[config.mk]
export PLATFORM = sky130hd
export DESIGN_NAME = collision_probe
export DESIGN_NICKNAME = d
export VERILOG_FILES = /design/src/rtl/collision_pkg.sv /design/src/rtl/coll_addr_gen.sv /design/src/rtl/collision_probe.sv
export SDC_FILE = /design/constraint.sdc
export NUM_CORES = 1
export LEC_CHECK = 0
export CORE_ASPECT_RATIO = 1.4
export CORE_MARGIN = 1
export CORE_UTILIZATION = 55
export CTS_CLUSTER_SIZE = 24
export DETAILED_ROUTE_END_ITERATION = 10
export PLACE_DENSITY = 0.76
export RECOVER_POWER = 100
export SLEW_MARGIN = 10
export SYNTH_ARGS = -nofsm -noshare
export SYNTH_HDL_FRONTEND = slang
export SYNTH_SLANG_ARGS = --single-unit
[constraint.sdc]
create_clock -name Clk -period 6.18 [get_ports Clk]
set_input_delay 1.545 -clock Clk [delete_from_list [all_inputs] [get_ports Clk]]
set_output_delay 1.545 -clock Clk [all_outputs]
set_load 0.01 [all_outputs]
[src/rtl/collision_pkg.sv]
// collision_pkg: shared types and default geometry for the collision probe.
package collision_pkg;
    typedef enum logic [1:0] {DIR_UP, DIR_DOWN, DIR_LEFT, DIR_RIGHT} dir_t;
    typedef enum logic [2:0] {ST_IDLE, ST_CALC, ST_PROBE, ST_WAIT, ST_RESP} probe_state_t;
    localparam int DEF_MAP_W   = 320;
    localparam int DEF_MAP_H   = 240;
    localparam int DEF_SPR_W   = 16;
    localparam int DEF_SPR_H   = 16;
    localparam int NUM_CORNERS = 4;
    localparam int CORNER_W    = $clog2(NUM_CORNERS);
endpackage

[src/rtl/coll_addr_gen.sv]
// coll_addr_gen: maps a pixel coordinate to a collision RAM address.
// A 320-wide map uses a shift-add (256+64); other widths fall back to a multiply.
module coll_addr_gen
    import collision_pkg::*;
#(
    parameter int MAP_W  = DEF_MAP_W,
    parameter int ADDR_W = 17
) (
    input  logic [9:0]        i_cx,
    input  logic [9:0]        i_cy,
    output logic [ADDR_W-1:0] o_addr
);
    generate
        if (MAP_W == 320) begin : g_shift
            assign o_addr = (ADDR_W'(i_cy) << 8) + (ADDR_W'(i_cy) << 6) + ADDR_W'(i_cx);
        end else begin : g_mul
            assign o_addr = ADDR_W'(i_cy) * ADDR_W'(MAP_W) + ADDR_W'(i_cx);
        end
    endgenerate
endmodule

[src/rtl/collision_probe.sv]
// collision_probe: checks the four footprint corners of a requested move against the collision RAM.
// Optional COLLISION_PROBE_EARLY_EXIT_EN stops probing at the first blocked corner.
module collision_probe
    import collision_pkg::*;
#(
    parameter int MAP_W  = DEF_MAP_W,
    parameter int MAP_H  = DEF_MAP_H,
    parameter int SPR_W  = DEF_SPR_W,
    parameter int SPR_H  = DEF_SPR_H,
    parameter int ADDR_W = 17,
    parameter int DATA_W = 4
) (
    input  logic              Clk,
    input  logic              Reset_n,
    input  logic              req_valid,
    output logic              req_ready,
    input  logic [9:0]        req_x,
    input  logic [9:0]        req_y,
    input  logic [1:0]        req_dir,
    input  logic [3:0]        req_step,
    output logic [ADDR_W-1:0] rd_addr,
    input  logic [DATA_W-1:0] rd_data,
    output logic              resp_valid,
    input  logic              resp_ready,
    output logic              resp_blocked,
    output logic [9:0]        resp_x,
    output logic [9:0]        resp_y
);
    localparam logic [CORNER_W-1:0] LAST_K = CORNER_W'(NUM_CORNERS - 1);

    probe_state_t        r_state;
    dir_t                r_dir;
    logic [9:0]          r_x, r_y, r_tx, r_ty;
    logic [3:0]          r_step;
    logic [CORNER_W-1:0] r_k;
    logic                r_hit;
    logic [ADDR_W-1:0]   r_rd_addr;
    logic                r_resp_valid, r_resp_blocked;
    logic [9:0]          r_resp_x, r_resp_y;

    logic [11:0]         w_tx, w_ty;
    logic                w_oob;
    logic [9:0]          w_bx, w_by, w_cx, w_cy;
    logic [CORNER_W-1:0] w_k;
    logic [ADDR_W-1:0]   w_addr;
    logic                w_hit_now, w_hit, w_exit;

    // 12-bit arithmetic so underflow shows up as bit 11 and overflow stays positive
    assign w_tx = (r_dir == DIR_RIGHT) ? {2'b00, r_x} + {8'h00, r_step} :
                  (r_dir == DIR_LEFT)  ? {2'b00, r_x} - {8'h00, r_step} : {2'b00, r_x};
    assign w_ty = (r_dir == DIR_DOWN)  ? {2'b00, r_y} + {8'h00, r_step} :
                  (r_dir == DIR_UP)    ? {2'b00, r_y} - {8'h00, r_step} : {2'b00, r_y};
    assign w_oob = w_tx[11] || w_ty[11] ||
                   (w_tx > 12'(MAP_W - SPR_W)) || (w_ty > 12'(MAP_H - SPR_H));

    // CALC issues corner 0 from the fresh target; PROBE issues the next corner
    assign w_k  = (r_state == ST_CALC) ? '0 : r_k + CORNER_W'(1);
    assign w_bx = (r_state == ST_CALC) ? w_tx[9:0] : r_tx;
    assign w_by = (r_state == ST_CALC) ? w_ty[9:0] : r_ty;
    assign w_cx = w_bx + (w_k[0] ? 10'(SPR_W - 1) : 10'd0);
    assign w_cy = w_by + (w_k[1] ? 10'(SPR_H - 1) : 10'd0);

    coll_addr_gen #(.MAP_W(MAP_W), .ADDR_W(ADDR_W)) u_addr (
        .i_cx   (w_cx),
        .i_cy   (w_cy),
        .o_addr (w_addr)
    );

    // rd_data during PROBE k=0 belongs to no corner of this request
    assign w_hit_now = (|rd_data) && ((r_state == ST_PROBE && r_k != '0) || r_state == ST_WAIT);
    assign w_hit     = r_hit || w_hit_now;
`ifdef COLLISION_PROBE_EARLY_EXIT_EN
    assign w_exit = (r_state == ST_PROBE) && w_hit_now;
`else
    assign w_exit = 1'b0;
`endif

    always_ff @(posedge Clk or negedge Reset_n) begin
        if (!Reset_n) begin
            r_state        <= ST_IDLE;
            r_dir          <= DIR_UP;
            r_x            <= '0;
            r_y            <= '0;
            r_tx           <= '0;
            r_ty           <= '0;
            r_step         <= '0;
            r_k            <= '0;
            r_hit          <= 1'b0;
            r_rd_addr      <= '0;
            r_resp_valid   <= 1'b0;
            r_resp_blocked <= 1'b0;
            r_resp_x       <= '0;
            r_resp_y       <= '0;
        end else begin
            case (r_state)
                ST_IDLE: if (req_valid) begin
                    r_x     <= req_x;
                    r_y     <= req_y;
                    r_dir   <= dir_t'(req_dir);
                    r_step  <= req_step;
                    r_state <= ST_CALC;
                end
                ST_CALC: begin
                    r_tx  <= w_tx[9:0];
                    r_ty  <= w_ty[9:0];
                    r_k   <= '0;
                    r_hit <= 1'b0;
                    if (w_oob) begin
                        r_state        <= ST_RESP;
                        r_resp_valid   <= 1'b1;
                        r_resp_blocked <= 1'b1;
                        r_resp_x       <= r_x;
                        r_resp_y       <= r_y;
                    end else begin
                        r_state   <= ST_PROBE;
                        r_rd_addr <= w_addr;
                    end
                end
                ST_PROBE: begin
                    r_hit <= w_hit;
                    if (w_exit) begin
                        r_state        <= ST_RESP;
                        r_resp_valid   <= 1'b1;
                        r_resp_blocked <= 1'b1;
                        r_resp_x       <= r_x;
                        r_resp_y       <= r_y;
                    end else if (r_k == LAST_K) begin
                        r_state <= ST_WAIT;
                    end else begin
                        r_k       <= w_k;
                        r_rd_addr <= w_addr;
                    end
                end
                ST_WAIT: begin
                    r_state        <= ST_RESP;
                    r_resp_valid   <= 1'b1;
                    r_resp_blocked <= w_hit;
                    r_resp_x       <= w_hit ? r_x : r_tx;
                    r_resp_y       <= w_hit ? r_y : r_ty;
                end
                ST_RESP: if (resp_ready) begin
                    r_state      <= ST_IDLE;
                    r_resp_valid <= 1'b0;
                end
                default: r_state <= ST_IDLE;
            endcase
        end
    end

    assign req_ready    = (r_state == ST_IDLE);
    assign rd_addr      = r_rd_addr;
    assign resp_valid   = r_resp_valid;
    assign resp_blocked = r_resp_blocked;
    assign resp_x       = r_resp_x;
    assign resp_y       = r_resp_y;
endmodule

== Yosys cells after proc, flatten, opt, wreduce, memory -nomap -nowiden ==
Cells that the tools add are included.
Word-level totals
  register bits: 91
  input bits: 34
Cells by class
  $add $sub $neg: 9
  order comparisons: 2
  equal/unequal tests: 14
  multiplexer cells: 30
  reductions and logical operators: 20
Operators with widths (count)
  10-bit 2-to-1 mux: 6
  12-bit 2-to-1 mux: 4
  10-bit case mux with 2 select lines: 2
  17-bit 2-to-1 mux: 2
  17-bit case mux with 2 select lines: 1
  10-bit by 4-bit adder with 11-bit output: 2
  10-bit by 4-bit subtractor with 11-bit output: 2
  10-bit by 4-bit adder with 10-bit output: 2
  17-bit by 10-bit adder with 17-bit output: 1
  17-bit by 16-bit adder with 17-bit output: 1
  3-bit case mux with 5 select lines: 1
  12-bit by 8-bit greater-than comparator with 1-bit output (second input constant): 1
  12-bit by 9-bit greater-than comparator with 1-bit output (second input constant): 1
  3-bit 2-to-1 mux: 4
  2-bit inequality test (second input constant): 5
  3-bit AND reduction: 3
  4-bit 2-to-1 mux: 2
  2-bit equality test (second input constant): 3
  3-bit by 2-bit equality test with 1-bit output (second input constant): 2
  2-bit AND reduction: 3
  2-bit nonzero test: 3
  1-bit logical OR: 5
  2-bit 2-to-1 mux: 2
  1-bit case mux with 2 select lines: 2
  13 further kinds: 15

== Logic depth before layout (Yosys ltp) ==
  depth in word-level cells: 9
  depth in mapped cells: 27
  mapped depth without buffers: 27

== By module ==
From an unflattened synthesis, not the netlist that was laid out.
Second synthesis, totals
  cells, all modules: 698
  area total of the unflattened synthesis: 6647.6 µm²
Modules (own cells, without submodules)
  collision_probe: times used 1, cells an instance 627, area an instance 6062.1 µm², seq. area each 2277.2 µm²
  coll_addr_gen: times used 1, cells an instance 71, area an instance 585.6 µm², seq. area each 0.0 µm²

== Least setup slack after synthesis ==
OpenSTA, ideal clock, no wires.
  kind: register to register
  start point: register r_state[0]
  end point: register r_rd_addr[16], in the netlist rd_addr[16]
  data arrival time: 5.535 ns
  data required time: 6.055 ns
  slack: 0.520 ns
  cell stages (with the launch flop): 28
  path buffers: 3
  clock period less this slack: 5.660 ns
  cells stage by stage: dfrtp_1 nand2b_1 or2_2 clkbuf_1 clkbuf_1 clkbuf_1 nand2_1 inv_1 ha_1 inv_1 fa_1 nor2b_1 o21ai_0 nand2b_1 and3_1 nand3_1 xnor2_1 fa_1 inv_1 ha_1 a21oi_1 o211ai_1 or4_1 a31o_2 a21oi_1 xor2_1 xnor3_1 mux2_4
On the way
  cells in the longest elaborated chain, start to end: 8
RTL lines
  start, declared: line collision_probe.sv:31  | probe_state_t r_state;
  start signal, assigned: line collision_probe.sv:80  | r_state <= ST_IDLE;
  start signal, assigned: line collision_probe.sv:101  | r_state <= ST_CALC;
  start signal, assigned: line collision_probe.sv:109  | r_state <= ST_RESP;
  3-bit by 1-bit equality test with 1-bit output
  2-bit 2-to-1 mux: line collision_probe.sv:57  | assign w_k = (r_state == ST_CALC) ? '0 : r_k + CORNER_W'(1);
  4-bit 2-to-1 mux: line collision_probe.sv:61  | assign w_cy = w_by + (w_k[1] ? 10'(SPR_H - 1) : 10'd0);
  10-bit by 4-bit adder with 10-bit output: line collision_probe.sv:61
  17-bit by 16-bit adder with 17-bit output: line coll_addr_gen.sv:15  | assign o_addr = (ADDR_W'(i_cy) << 8) + (ADDR_W'(i_cy) << 6) + ADDR_W'(i_cx);
  17-bit by 10-bit adder with 17-bit output: line coll_addr_gen.sv:15
  17-bit 2-to-1 mux, on equally long branches: line collision_probe.sv:127, collision_probe.sv:108
  17-bit case mux with 2 select lines: line collision_probe.sv:95  | case (r_state)
  end signal, assigned: line collision_probe.sv:116  | r_rd_addr <= w_addr;
  end signal, assigned: line collision_probe.sv:131  | r_rd_addr <= w_addr;
  end, declared: line collision_probe.sv:37  | logic [ADDR_W-1:0] r_rd_addr;
Several ways; a longest one is shown, not always the timed one. The select of a mux whose other input is x is not followed.
A chain may end at the register's enable or synchronous reset.

== Worst setup path after layout ==
  start point: register r_step[0]
  end point: register r_rd_addr[16], in the netlist rd_addr[16]
RTL lines
  start, declared: line collision_probe.sv:34  | logic [3:0] r_step;
  start signal, assigned: line collision_probe.sv:100  | r_step <= req_step;
  10-bit by 4-bit subtractor with 11-bit output: line collision_probe.sv:50  | (r_dir == DIR_LEFT) ? {2'b00, r_x} - {8'h00, r_step} : {2'b00, r_x};
  12-bit 2-to-1 mux: line collision_probe.sv:50
  12-bit 2-to-1 mux (*): line collision_probe.sv:49  | assign w_tx = (r_dir == DIR_RIGHT) ? {2'b00, r_x} + {8'h00, r_step} :
  10-bit 2-to-1 mux (*)
  net w_bx[2]: line collision_probe.sv:43  | logic [9:0] w_bx, w_by, w_cx, w_cy;
  10-bit by 4-bit adder with 10-bit output (*): line collision_probe.sv:60  | assign w_cx = w_bx + (w_k[0] ? 10'(SPR_W - 1) : 10'd0);
  17-bit by 10-bit adder with 17-bit output (*): line coll_addr_gen.sv:15
  17-bit 2-to-1 mux, on equally long branches: line collision_probe.sv:127, collision_probe.sv:108
  17-bit case mux with 2 select lines (*): line collision_probe.sv:95
The timed path passes the listed nets; every way through them passes the cells marked *. The select of a mux whose other input is x is not followed.

==> out/qor.yml <==
drc: 0
wl_met3_um: 583
clk_pin_slew_worst_paths_ns: 0.07
start_util_pct: 57.2
holdPathStages: 1
grt_max_degree: 49
synth_edf_count: 0
num_rows: 44
grt_antenna_before_repair: 0
reg2reg_depth: 27
dpl-instance-area_um2: 6880
syn_area_um2: 6010
io_pins: 74
synth-adder-area-share_pct: 11.9
synthFlopType: "dfrtp_1"
drt-vias-per-instance: 5.75
regToRegSetupSlack_ns: 0.29
core_um2: 10500
hold_ws_ns: 0.497
num_vias: 4534
yosys_warnings: 0
cts_root_buf: "clkbuf_16"
critPathMaxStageDelay_ns: 0.46
avgSynthCellArea_um2: 10.5
cp_max_fo: 5
avgRoutedWirePerCell_um: 17.4
layout-drive-gt1-share_pct: 18.6
die_h_um: 126
grt_first_pass_wirelength_um: 22600
grt-ovfl-total: 0
cp_data_arrival_time_ns: 6.12
track_usage_pct: 25.2
ys_types: 64
dr.pass1.iters: 5
violations: "max-capacitance violations, max-slew violations"
synthSimpleGateAreaFrac_pct: 11.6
synth_seq_cells: 91
cts_buffers: 9
nNetsFinal: 732
synthArstFlopShare_pct: 100
ant_nets: 0
min_period_ns: 5.89
cts_buffer_depth: 2
syn-num-nets: 658
clock_latency_ns: 0.35
cts_tree: "built"
diodes: 0
htree_levels: 3
drv_cap: 2
die_area_um2: 11400
syn_inst: 572
worstSetupPathType: "register to register"
gp_congestion: 0.942
finClkSkew_ns: 0.00700
final_max_slew_viol_count: 82
drt-met1-wl_um: 6060
setup_viol: 0
drt_iter0_drc: 222
layout_setup_ws_ns: 0.295
design_area_um2: 7240
drt_wl_total_um: 13700
wl_met2_um: 6780
hold_viol: 0
synth_mux_area_share_pct: 15.3
rr_endpoint: "rd_addr[16]"
synthXorXnorAreaFrac_pct: 5.04
hold_path_end: "resp_y[0]"
r2r_start: "r_step[0]"
max_freq_mhz: 170
synth_compound_area_share_pct: 13.7
dpl.hpwl_um: 10100
synth_top_family_by_area: "multiplexers"
grt_pass1_vias: 4613
portBuffers: 73
cp-end-kind: "register"
cp.required_ns: 6.41
top_layer_used: "met4"
worstHoldStart: "resp_y[0]"
cts_sinks: 91
hold_class: "register to register"
worstMarginPinSlew_ns: 2.31
syn2layout_area_growth_pct: 20.5
relSlewSlack_pct: -54.3
place_ws_ns: 0.147
worstSetupStartpointType: "register"
crit_slowest_cell: "fa_1"
period_share_pct: 95.2
ys_seq_area_share_pct: 37.9
crit_path_frequent_cell: "a21oi_1"
die_x_um: 90.4
status: "complete, but fails checks"
cells by family (layout without fill, tap and decap cells):
group,Yosys count,after routing
buffers and inverters,65,144
AOI/OAI and AO/OA,120,120
muxes,80,80
xor gates and xnor gates,33,33
adders and majority gates,52,52
and+or+nand+nor,131,131
DFF,91,91
cells in the mapped netlist (3+ instances only):
cell / count / area, um2
a2111oi_0: 3 / 26.3
a211oi_1: 7 / 52.6
a21o_1: 5 / 37.5
a21oi_1: 22 / 110
a22o_1: 4 / 35.0
a31oi_1: 4 / 25.0
a32oi_1: 5 / 43.8
and2_1: 5 / 31.3
and3_1: 7 / 43.8
buf_1: 4 / 15.0
buf_4: 3 / 22.5
clkbuf_1: 16 / 60.1
dfrtp_1: 91 / 2280
fa_1: 9 / 180
ha_1: 43 / 538
inv_1: 39 / 146
mux2_2: 65 / 732
mux2_4: 8 / 120
mux2i_1: 7 / 70.1
nand2_1: 32 / 120
nand2b_1: 6 / 37.5
nand3_1: 9 / 45.0
nor2_1: 21 / 78.8
nor2b_1: 10 / 62.6
nor3_1: 14 / 70.1
nor4_1: 3 / 18.8
o21a_1: 8 / 60.1
o21ai_0: 34 / 170
o21ba_2: 3 / 30.0
o21bai_1: 4 / 30.0
o31ai_1: 3 / 22.5
or2_2: 3 / 18.8
or3_1: 4 / 25.0
or4_1: 5 / 37.5
xnor2_1: 16 / 140
xor2_1: 16 / 140
how the worst max path moves through the flow:
stage | cells after the start | slack, ns | endpoint | startpoint
2_1_floorplan | 27 | 0.52 | rd_addr[16] | r_state[0]
3_3_place_gp | 26 | 0.35 | rd_addr[16] | r_step[1]
3_5_place_dp | 26 | 0.15 | rd_addr[16] | r_step[1]
4_1_cts | 26 | 0.09 | rd_addr[16] | r_step[1]
5_1_grt | 27 | -0.01 | rd_addr[16] | r_step[0]
6_report | 27 | 0.29 | rd_addr[16] | r_step[0]
state kept, by name (all words and copies together) (netlist names):
name,cells
r_y,10
r_dir,2
r_step,4
r_ty,10
r_k,2
r_x,10
resp_blocked,1
resp_x,10
r_hit,1
rd_addr,17
r_tx,10
resp_valid,1
r_state,3
resp_y,10
stage by stage:
stage | TNS, ns | util (%) | instances
4_1_cts | 0 | 68.7 | 785
6_report | 0 | 68.9 | 789
2_1_floorplan | 0 | - | 572
3_3_place_gp | 0 | 65.4 | 769
3_5_place_dp | 0 | 65.4 | 769
5_1_grt | -0.0107 | 68.9 | 789
layout make-up:
class	count	area (um2)
multi-input combinational	416	3480
fill	826	3270
sequential	91	2280
timing repair buffer	88	816
clock buffer	9	225
tap	138	173
inverter	40	150
clock inverter	7	123
critical path: cells and delay by family (launching register included):
kind            cells  cell delay [ns]
mux                 2             0.56
compound gates      7             1.12
buf+inv             2             0.16
flops               1             0.41
fa+ha+maj           5             1.60
xor+xnor            4             0.73
simple gates        7             1.20
cell usage in the layout, fill, tap and decap left out, types with 5 or more instances in the layout:
cell type / count
dfrtp_1: 90
mux2_2: 64
ha_1: 41
dlygate4sd3_1: 41
inv_1: 39
o21ai_0: 33
nand2_1: 32
clkdlybuf4s50_1: 31
a21oi_1: 21
nor2_1: 21
xnor2_1: 16
xor2_1: 16
nor3_1: 14
nor2b_1: 10
nand3_1: 9
clkbuf_16: 9
a211oi_1: 8
o21a_1: 8
mux2_4: 8
fa_1: 8
buf_4: 8
mux2i_1: 7
nand2b_1: 6
and3_1: 6
clkbuf_1: 6
a32oi_1: 5
a21o_1: 5
what timing repair did:
action	4_1_cts	5_1_grt
resized for setup	0	11
hold buffers	0	0
setup endpoints to repair	0	2
setup buffers	0	4
metal layers:
metal	global-route usage [%]	vias up
met4	8.44	0
met3	3.38	26
li1	-	2180
met2	42.8	139
met1	33.4	2189
met5	0	-
Power is left out: the tool's default activity adds up to more than one toggle a clock period on the data nets, which glitch-free logic cannot reach.
